File: src/rtl/counter_monitor_if.sv
// Observation bus between a free-running counter and its sequence monitor.
// master drives the sampled count and clear; slave returns lock status and statistics.
interface counter_monitor_if #(
  parameter int WIDTH  = 4,
  parameter int STAT_W = 8
);
  logic              cnt_valid;
  logic [WIDTH-1:0]  cnt_in;
  logic              clr;
  logic              locked;
  logic              err;
  logic              restart;
  logic [STAT_W-1:0] err_count;
  logic [STAT_W-1:0] wrap_count;

  modport master (
    output cnt_valid, cnt_in, clr,
    input  locked, err, restart, err_count, wrap_count
  );

  modport slave (
    input  cnt_valid, cnt_in, clr,
    output locked, err, restart, err_count, wrap_count
  );
endinterface

File: src/rtl/counter_monitor.sv
// In-design sequence checker for a free-running binary counter: learns the count,
// locks on, then reports increment violations, restarts and wrap-arounds.
//
// state  | meaning
// IDLE   | nothing sampled since reset
// ACQ    | last holds a sample; counting consecutive correct increments in match
// LOCKED | tracking; any break ends the lock with err or restart
module counter_monitor #(
  parameter int WIDTH    = 4,
  parameter int LOCK_LEN = 3,
  parameter int STAT_W   = 8
) (
  input  logic             clk,
  input  logic             rst,
  counter_monitor_if.slave mon
);
  localparam int MW = (LOCK_LEN < 1) ? 1 : $clog2(LOCK_LEN + 1);
  localparam logic [WIDTH-1:0] MAX = {WIDTH{1'b1}};

  typedef enum logic [1:0] {
    IDLE   = 2'd0,
    ACQ    = 2'd1,
    LOCKED = 2'd2
  } state_t;

  state_t            state, state_n;
  logic [WIDTH-1:0]  last, last_n;
  logic [MW-1:0]     match, match_n;
  logic              locked_q, err_q, restart_q;
  logic              err_n, restart_n;
  logic              err_inc, wrap_inc;
  logic [STAT_W-1:0] err_count_q, wrap_count_q;

  logic [WIDTH-1:0]  next_val;
  logic [MW-1:0]     match_inc;

  assign next_val  = last + WIDTH'(1);
  assign match_inc = match + MW'(1);

  always_comb begin
    state_n   = state;
    last_n    = last;
    match_n   = match;
    err_n     = 1'b0;
    restart_n = 1'b0;
    err_inc   = 1'b0;
    wrap_inc  = 1'b0;
    if (mon.cnt_valid) begin
      last_n = mon.cnt_in;
      unique case (state)
        IDLE: begin
          match_n = '0;
          state_n = ACQ;
        end
        ACQ: begin
          if (mon.cnt_in == next_val) begin
            match_n = match_inc;
            if (match_inc == MW'(LOCK_LEN))
              state_n = LOCKED;
          end else begin
            // s != next here, so a zero is always an unexpected restart
            match_n   = '0;
            restart_n = (mon.cnt_in == '0);
          end
        end
        LOCKED: begin
          if (mon.cnt_in == next_val) begin
            wrap_inc = (last == MAX);
          end else if (mon.cnt_in == '0) begin
            restart_n = 1'b1;
            match_n   = '0;
            state_n   = ACQ;
          end else begin
            err_n   = 1'b1;
            err_inc = 1'b1;
            match_n = '0;
            state_n = ACQ;
          end
        end
        default: begin
          match_n = '0;
          state_n = IDLE;
        end
      endcase
    end
  end

  always_ff @(posedge clk or posedge rst) begin
    if (rst) begin
      state     <= IDLE;
      last      <= '0;
      match     <= '0;
      locked_q  <= 1'b0;
      err_q     <= 1'b0;
      restart_q <= 1'b0;
    end else begin
      state     <= state_n;
      last      <= last_n;
      match     <= match_n;
      locked_q  <= (state_n == LOCKED);
      err_q     <= err_n;
      restart_q <= restart_n;
    end
  end

  // Statistics saturate at all-ones; clr takes priority over a same-cycle increment.
  always_ff @(posedge clk or posedge rst) begin
    if (rst) begin
      err_count_q  <= '0;
      wrap_count_q <= '0;
    end else if (mon.clr) begin
      err_count_q  <= '0;
      wrap_count_q <= '0;
    end else begin
      if (err_inc && !(&err_count_q))
        err_count_q <= err_count_q + STAT_W'(1);
      if (wrap_inc && !(&wrap_count_q))
        wrap_count_q <= wrap_count_q + STAT_W'(1);
    end
  end

  assign mon.locked     = locked_q;
  assign mon.err        = err_q;
  assign mon.restart    = restart_q;
  assign mon.err_count  = err_count_q;
  assign mon.wrap_count = wrap_count_q;
endmodule

File: src/flat_wrapper.sv
// flat-port wrapper written by rule: the top's interface ports become plain ports
module counter_monitor_flat 
#(
  parameter int WIDTH    = 4,
  parameter int LOCK_LEN = 3,
  parameter int STAT_W   = 8
)
  (clk, rst, mon_cnt_valid, mon_cnt_in, mon_clr, mon_locked, mon_err, mon_restart, mon_err_count, mon_wrap_count);
  counter_monitor_if #(.WIDTH(WIDTH), .STAT_W(STAT_W)) mon_i ();
  input  logic clk;
  input  logic rst;
  input wire logic [$bits(mon_i.cnt_valid)-1:0] mon_cnt_valid;
  input wire logic [$bits(mon_i.cnt_in)-1:0] mon_cnt_in;
  input wire logic [$bits(mon_i.clr)-1:0] mon_clr;
  output wire logic [$bits(mon_i.locked)-1:0] mon_locked;
  output wire logic [$bits(mon_i.err)-1:0] mon_err;
  output wire logic [$bits(mon_i.restart)-1:0] mon_restart;
  output wire logic [$bits(mon_i.err_count)-1:0] mon_err_count;
  output wire logic [$bits(mon_i.wrap_count)-1:0] mon_wrap_count;
  assign mon_i.cnt_valid = mon_cnt_valid;
  assign mon_i.cnt_in = mon_cnt_in;
  assign mon_i.clr = mon_clr;
  assign mon_locked = mon_i.locked;
  assign mon_err = mon_i.err;
  assign mon_restart = mon_i.restart;
  assign mon_err_count = mon_i.err_count;
  assign mon_wrap_count = mon_i.wrap_count;
  counter_monitor #(.WIDTH(WIDTH), .LOCK_LEN(LOCK_LEN), .STAT_W(STAT_W)) u_core (.clk(clk), .rst(rst), .mon(mon_i));
endmodule
File: config.mk
export PLATFORM = sky130hd
export DESIGN_NAME = counter_monitor_flat
export DESIGN_NICKNAME = d
export VERILOG_FILES = /design/src/rtl/counter_monitor_if.sv /design/src/rtl/counter_monitor.sv /design/src/flat_wrapper.sv
export SDC_FILE = /design/constraint.sdc
export NUM_CORES = 1
export LEC_CHECK = 0
export ABC_AREA = 1
export BUFFER_PORTS_ARGS = -buffer_cell sky130_fd_sc_hd__clkbuf_2
export CELL_PAD_IN_SITES_DETAIL_PLACEMENT = 0
export CELL_PAD_IN_SITES_GLOBAL_PLACEMENT = 1
export CORE_UTILIZATION = 37
export CTS_BUF_LIST = sky130_fd_sc_hd__clkbuf_8 sky130_fd_sc_hd__clkbuf_16
export DETAILED_ROUTE_END_ITERATION = 7
export PLACE_DENSITY = 0.76
export SLEW_MARGIN = 25
export SYNTH_ARGS = -nofsm -noshare
export SYNTH_HDL_FRONTEND = slang
export SYNTH_SLANG_ARGS = --single-unit
export TNS_END_PERCENT = 30
File: constraint.sdc
create_clock -name clk -period 1.6 [get_ports clk]
set_input_delay 0.08 -clock clk [delete_from_list [all_inputs] [get_ports clk]]
set_output_delay 0.08 -clock clk [all_outputs]
set_load 0.02 [all_outputs]
; After elaboration in Yosys (flattened, before gate mapping)
; Index checks and enable logic that the tools add are counted.
[totals]
regBits = 27
latch_bits = 0
ramBits = 0
mem_bits_ro = 0
input_bits = 8
out_inout_bits = 19
word_cells = 54
mem_count = 0
[op_classes]
n_addsub = 4
mul = 0
div_mod_pow = 0
order_cmp = 0
eq_ne = 7
shifts = 0
n_mux = 24
bitwise_logic = 0
reduce_logical = 11
[op_table]
columns = operator, count
row1 = $mux 8, 4
row2 = $add 8x1->8 const B, 2
row3 = $reduce_and 8->1, 2
row4 = $mux 2, 6
row5 = $mux 1, 11
row6 = $eq 2x2->1 const B, 3
row7 = $pmux 2 s3, 1
row8 = $add 4x1->4 const B, 1
row9 = $eq 4x4->1, 1
row10 = $eq 4x4->1 const B, 1
row11 = $logic_not 4->1, 1
row12 = $pmux 2 s2, 1
row13 = $reduce_bool 2->1, 2
row14 = $add 2x1->2 const B, 1
row15 = $eq 2x1->1 const B, 1
row16 = $logic_and 1x1->1, 2
row17 = $logic_not 1->1, 2
row18 = $logic_not 2->1, 1
row19 = $ne 2x2->1 const B, 1
row20 = $pmux 1 s2, 1
row21 = $reduce_and 2->1, 1

; Longest topological paths before layout
; Gate-level depths: netlist of run 1.
[logic_depth]
word_depth = 8
depth_mapped = 13
depth_no_buf = 13

; Worst setup path after synthesis of run 1
; No wires, ideal clock.
[synth_timing]
kind = register -> register
startpoint = reg u_core.last[0]
endpoint = reg u_core.wrap_count_q[2], in the netlist u_core.mon.wrap_count[2]
setup_time_ps = 117
arrival_time_ps = 1595
required_time_ps = 1483
slack_ps = -113
path_stages_with_launch = 12
n_path_buf = 0
synth_period_minus_slack_ps = 1713
path_cell_list = dfrtp_1 > ha_1 > xnor2_1 > nand2_2 > nor2_8 > nand2_4 > clkinv_4 > nand3_4 > nor2_2 > nand2_1 > nand2_1 > nor2_1
[synth_between]
elab_chain_len = 7
word_cells_on_any_way = 8
classes_between = add/sub (1) / eq/ne (2) / mux (3) / reduce/logical (2)
[synth_lines]
columns = element, line_no
row1 = "start, declared", counter_monitor.sv:27  ; logic [WIDTH-1:0] last, last_n;
row2 = "start signal, assigned", counter_monitor.sv:98  ; last <= last_n;
row3 = $add 4x1->4, counter_monitor.sv:37  ; assign next_val = last + WIDTH'(1);
row4 = $eq 4x4->1, counter_monitor.sv:67  ; if (mon.cnt_in == next_val) begin
row5 = $mux 1 (*), counter_monitor.sv:67
row6 = $mux 1 (*), counter_monitor.sv:50  ; unique case (state)
row7 = $mux 1 (*), counter_monitor.sv:48  ; if (mon.cnt_valid) begin
row8 = $logic_and 1x1->1 (*), counter_monitor.sv:117  ; if (wrap_inc && !(&wrap_count_q))
row9 = $reduce_bool 2->1 (no line) (*), --
row10 = "end signal, assigned", counter_monitor.sv:118  ; wrap_count_q <= wrap_count_q + STAT_W'(1);
row11 = "end, declared", counter_monitor.sv:32  ; logic [STAT_W-1:0] err_count_q, wrap_count_q;
; Every way passes the cells marked *; elsewhere a longest branch is shown, timed or not.
; A chain may end at the register's enable or synchronous reset.

; Worst setup path in the final report of run 1
[layout_timing]
startpoint = reg u_core.last[1]
endpoint = reg u_core.wrap_count_q[3], in the netlist u_core.mon.wrap_count[3]
; Same word-level chain as after synthesis.

==> results of run 1 <==
## worst paths after layout
kind                                            end  depth (start not counted)
max reg2reg                u_core.mon.wrap_count[3]                         12
min in group asynchronous  u_core.mon.wrap_count[0]                          4
min reg2reg                         u_core.match[1]                          2
max in group asynchronous            u_core.last[0]                          4
max                        u_core.mon.wrap_count[3]                         12
min                                  u_core.last[3]                          3
## where the power goes
group / switching, mW / leakage, nW / internal, mW / total (mW)
clock network: 0.237 / 0.0217 / 0.177 / 0.414
logic: 0.201 / 0.813 / 0.127 / 0.328
registers: 0.0163 / 0.364 / 0.706 / 0.723
## flip-flops by register name, indices dropped and copies added, names as in the netlist
name and count:
u_core.mon.wrap_count 8, u_core.state 2, u_core.mon.locked 1, u_core.mon.err 1, u_core.last 4, u_core.mon.restart 1, u_core.match 2, u_core.mon.err_count 8
## layer usage
metal,GRT usage [%],part of all wire [%],up-vias
met4,6.00,0.60,0
met1,21.3,48,739
li1,-,-,814
met3,2.14,2.2,2
met2,28.1,49,15
met5,0,0,-
## layout make-up
class	instances	area, um^2
Inverter	34	133
Clock buffer	3	41.3
Timing Repair Buffer	48	309
Sequential cell	27	676
Tap cell	52	65.1
Multi-Input combinational cell	161	1020
Fill cell	442	2190
Clock inverter	1	7.51
## stage by stage
| stage | std cells | instance area, um^2 | worst slack [ns] |
|---|---|---|---|
| final | 326 | 2250 | -0.0925 |
| after global routing | 326 | 2250 | -0.199 |
| after CTS | 324 | 2140 | -0.139 |
| after detailed placement | 317 | 2060 | -0.161 |
| after global placement | 317 | 2060 | -0.0883 |
| after floorplan | 225 | 1750 | -0.0516 |
## worst max-delay path: stages (launching register included)
cell and delay (ns):
dfrtp_1 0.43, ha_4 0.18, inv_1 0.06, nand2_1 0.05
nand3_1 0.11, nand2_4 0.08, nor2_8 0.19, nand3_4 0.12
nor2_4 0.15, nand2_2 0.09, nand2_2 0.07, nand2_2 0.04
nor2_1 0.09
## cells by family after synthesis
family,share of synthesized area [%]
adders and majority gates,5.72
and+or+nand+nor,38.8
xor gates and xnor gates,4.51
buffers and inverters,8.37
DFF,38.6
AOI/OAI and AO/OA,3.93
## what timing repair did
| action | 4_1_cts | 5_1_grt |
|---|---|---|
| setup buffers | 2 | 2 |
| endpoints found under the setup margin | 21 | 23 |
| pin swaps | 1 | 10 |
| endpoints found under the hold margin | 27 | 0 |
| hold buffers | 1 | 0 |
| gates resized for setup | 3 | 20 |
## cell usage in the layout (no fill, tap or decap), types with 3 or more instances in the layout
| master | netlist | layout |
|---|---|---|
| dfrtp_1 | 27 | 27 |
| nand2_4 | 2 | 4 |
| nand3_4 | 2 | 3 |
| nand2_1 | 59 | 56 |
| nand2_2 | 4 | 5 |
| buf_6 | 0 | 3 |
| inv_1 | 28 | 28 |
| clkbuf_8 | 0 | 3 |
| xor2_1 | 6 | 6 |
| nor2_2 | 5 | 4 |
| ha_1 | 8 | 7 |
| nand3_2 | 2 | 6 |
| inv_2 | 4 | 4 |
| nand4_1 | 7 | 7 |
| o21ai_1 | 6 | 7 |
| nor2_1 | 21 | 20 |
| nand3_1 | 21 | 16 |
| clkbuf_2 | 0 | 26 |
| buf_4 | 0 | 18 |
| nor2_4 | 1 | 3 |
==> impl_metrics.env, run 1 <==
export IMPL_worstSetupStartpoint="u_core.last[1]"
export IMPL_maxCapViolations=0
export IMPL_synth_seq_cells=27
export IMPL_viasPerCell=4.82
export IMPL_cts_max_path_buffers=2
export IMPL_dieArea_um2=5010
export IMPL_max_slew_margin_pct=66.0
export IMPL_avgSynthCellArea_um2=7.77
export IMPL_ys_flop_type="dfrtp_1"
export IMPL_leakage_nw=1.20
export IMPL_fmax_ghz=0.591
export IMPL_clock_root_buffer="clkbuf_8"
export IMPL_critPathArrivalTime_ns=1.91
export IMPL_drive_gt1_share_pct=32.5
export IMPL_setup_tns_final_ns=-1.01
export IMPL_startpoint_type="flop"
export IMPL_fin_crit_ns=1.69
export IMPL_grt_pass1_wl_um=6490
export IMPL_peakVddDrop_mv=0.281
export IMPL_synth_area_top_cells="dfrtp_1 39%, nand2_1 13%, inv_1 6.0%"
export IMPL_final_util_pct=50.6
export IMPL_wl_per_cell_um=11.8
export IMPL_tightest_slew_ns=0.510
export IMPL_worst_r2r_setup_slack_ns=-0.09
export IMPL_crit_required_ns=1.82
export IMPL_n_antenna_cell=0
export IMPL_drc_errors=2
export IMPL_wirelength_um=3840
export IMPL_timing_rr_start="u_core.last[1]"
export IMPL_synth_edf_count=0
export IMPL_first_pass_iters=6
export IMPL_numPortBuffers=26
export IMPL_yosysMostFrequentCell="nand2_1"
export IMPL_clock_latency_ns=0.28
export IMPL_synthTopCellsByCount="59 x nand2_1, 28 x inv_1, 27 x dfrtp_1"
export IMPL_hold_path_class="input port to flop"
export IMPL_synth_seq_area_share_pct=38.6
export IMPL_fin_crit_sh_pct=106
export IMPL_syn_inst=225
export IMPL_skew_ns=0.00509
export IMPL_endpoint_kind="flop"
export IMPL_synth_top_area_share_pct=38.6
export IMPL_critical_path_class="flop to flop"
export IMPL_overflow=0
export IMPL_finalSetupViolCount=20
export IMPL_hold_ws_ns=0.0422
export IMPL_crit_fanout=5
export IMPL_row_count=24
export IMPL_h_tree_depth=1
export IMPL_die_h_um=70.8
export IMPL_syn2layout_area_growth_pct=28.7
export IMPL_start_util_pct=39.4
export IMPL_pin_count=27
export IMPL_final_max_slew_violation_count=0
export IMPL_hold_viol_final=0
export IMPL_tritoncts="yes"
export IMPL_coreArea_um2=4440
export IMPL_place_congestion=0.771
export IMPL_grt_pass1_vias=1463
export IMPL_dp_hpwl_um=2840
export IMPL_antenna_found_initial=0
export IMPL_cts_clk_slew_worst_paths_ns=0.10
export IMPL_track_usage_pct=16.4
export IMPL_synth_cell_types=30
export IMPL_power_density_nw_per_um2=651
export IMPL_async_flop_share_pct=100
export IMPL_status="finished with violations"
export IMPL_cts_buffers=3
export IMPL_final_nets=291
export IMPL_grt_max_degree=28
export IMPL_failed_checks="DRC, setup timing"
export IMPL_synth_top_area_cell="dfrtp_1"
export IMPL_holdCritStartpoint="mon_cnt_in[3]"
export IMPL_numClockSinks=27
export IMPL_ant_nets=0
export IMPL_syn_nets=241
export IMPL_die_x_um=70.8
export IMPL_dr_total_vias=1570
export IMPL_power_mw=1.47
export IMPL_rsz0062_at_grt="yes"
export IMPL_yosysWarnings=0
export IMPL_syn_area_um2=1750
export IMPL_worst_slack_ns=-0.0925
export IMPL_drt_first_iter_violations=76
No activity file was read; power rests on OpenSTA's default activity.
==> run 2, diff against run 1 <==
- GPL_TIMING_DRIVEN: unset -> 0
==> impl_metrics.env, run 2 (synthesized netlist as in run 1, its figures left out) <==
export IMPL_viasPerCell=4.73
export IMPL_wl_per_cell_um=11.9
export IMPL_start_util_pct=39.4
export IMPL_power_density_nw_per_um2=688
export IMPL_setup_tns_final_ns=-0.988
export IMPL_cpMostUsedCell="nand2_2"
export IMPL_hold_viol_final=0
export IMPL_first_pass_iters=7
export IMPL_tritoncts="yes"
export IMPL_coreArea_um2=4440
export IMPL_startpoint_type="flop"
export IMPL_finalSetupViolCount=18
export IMPL_rsz0062_at_grt="yes"
export IMPL_clock_root_buffer="clkbuf_8"
export IMPL_fill_cells=466
export IMPL_maxCapViolations=0
export IMPL_postLayoutCellArea_um2=2100
export IMPL_die_x_um=70.8
export IMPL_hold_path_class="input port to flop"
export IMPL_worst_slack_ns=-0.0953
export IMPL_critical_path_class="flop to flop"
export IMPL_failed_checks="DRC, setup timing"
export IMPL_final_nets=277
export IMPL_regArea_um2=676
export IMPL_status="finished with violations"
export IMPL_cpPeakStageDelay_ns=0.43
export IMPL_track_usage_pct=16.1
export IMPL_fin_crit_ns=1.70
export IMPL_final_cell_mix="56 x nand2_1, 27 x inv_1, 27 x dfrtp_1, 26 x clkbuf_2, 21 x nor2_1"
export IMPL_wirelength_um=3720
export IMPL_fin_crit_sh_pct=106
export IMPL_clock_latency_ns=0.29
export IMPL_grt_pass1_wl_um=6510
export IMPL_max_slew_margin_pct=60.1
export IMPL_endpoint_kind="flop"
export IMPL_multi_input_area_um2=987
export IMPL_cts_max_path_buffers=2
export IMPL_cts_clk_slew_worst_paths_ns=0.11
export IMPL_n_antenna_cell=0
export IMPL_syn2layout_area_growth_pct=19.9
export IMPL_numClockSinks=27
export IMPL_stdcell_count=312
export IMPL_h_tree_depth=1
export IMPL_peakVddDrop_mv=0.340
export IMPL_critPathArrivalTime_ns=1.89
export IMPL_grt_pass1_vias=1414
export IMPL_drc_errors=2
export IMPL_antenna_found_initial=0
export IMPL_overflow=0
export IMPL_drt_first_iter_violations=47
export IMPL_dp_cells=303
export IMPL_fmax_ghz=0.590
export IMPL_die_h_um=70.8
export IMPL_final_common_cell="nand2_1"
export IMPL_place_congestion=0.731
export IMPL_dieArea_um2=5010
export IMPL_leakage_nw=1.11
export IMPL_numPortBuffers=26
export IMPL_path_cells="ha_4 -> xnor2_2 -> nand2_2 -> nor2_8 -> nand3_2 -> nor3_4 -> nand2_2 -> nand3_1 -> nand2_1"
export IMPL_skew_ns=0.0137
export IMPL_drive_gt1_share_pct=27.3
export IMPL_dr_total_vias=1475
export IMPL_final_util_pct=47.2
export IMPL_crit_required_ns=1.79
export IMPL_placed_cell_area_um2=1940
export IMPL_ant_nets=0
export IMPL_final_max_slew_violation_count=0
export IMPL_dp_hpwl_um=2670
export IMPL_pin_count=27
export IMPL_crit_fanout=4
export IMPL_cts_buffers=3
export IMPL_grt_max_degree=28
export IMPL_cpMaxStageDelayCell="dfrtp_1"
export IMPL_tightest_slew_ns=0.598
export IMPL_row_count=24
## run 2: cell types whose count changed in the layout (fill, tap and decap cells not counted), sizes merged
cell	before	now
buf	21	7
## run 2: layout make-up
| cell class | instances | share of cell area [%] |
|---|---|---|
| clock inverter | 1 | 0.358 |
| clock buffer | 3 | 1.97 |
| sequential | 27 | 32.2 |
| inverter | 34 | 6.32 |
| multi-input combinational | 161 | 47.1 |
| buffer | 3 | 0.656 |
| tap | 52 | 3.10 |
| timing repair buffer | 31 | 8.29 |
## run 2: critical path: cells and delay by family (launching register included)
kind | cells | cell delay, ns
simple gates | 7 | 0.78
flops | 1 | 0.43
fa+ha+maj | 1 | 0.29
xor+xnor | 1 | 0.11
## run 2: worst paths after layout
| kind | startpoint | end | cells past startpoint | slack [ns] |
|---|---|---|---|---|
| setup reg to reg | u_core.last[1] | u_core.mon.wrap_count[7] | 9 | -0.1 |
| hold reg to reg | u_core.match[1] | u_core.match[1] | 2 | 0.54 |
| hold / removal | mon_cnt_in[3] | u_core.last[3] | 3 | 0.04 |
| max in group asynchronous | rst | u_core.mon.restart | 3 | 0.81 |
| setup / recovery | u_core.last[1] | u_core.mon.wrap_count[7] | 9 | -0.1 |
| min in group asynchronous | rst | u_core.mon.wrap_count[6] | 3 | 0.38 |
## run 2: per-stage QoR
stage	setup slack (ns)	power, mW	hold slack, ns
4_1_cts	-0.190	1.44	0.0421
3_5_place_dp	-0.219	0.996	0.176
2_1_floorplan	-0.0516	0.930	0.133
3_3_place_gp	-0.186	0.991	0.325
6_report	-0.0953	1.44	0.0449
5_1_grt	-0.223	1.52	0.0612
## run 2: what timing repair did
item                                    in CTS  in global routing
pin swaps                                    4                  8
hold buffers                                 1                  0
endpoints found under the setup margin      21                 21
gates resized for setup                      6                  8
endpoints found under the hold margin       27                  0
setup buffers                                2                  2
## run 2: routing by layer
metal / track usage (%) / share of wire, % / vias to the layer above
met2: 26.6 / 47 / 25
met1: 22.3 / 48 / 665
li1: - / - / 781
met4: 3.56 / 0.86 / 0
met3: 2.56 / 3.3 / 4
met5: 0 / 0 / -
## run 2: power breakdown
group	internal (mW)	switching, mW
registers	0.706	0.0262
clock network	0.177	0.247
logic	0.104	0.183
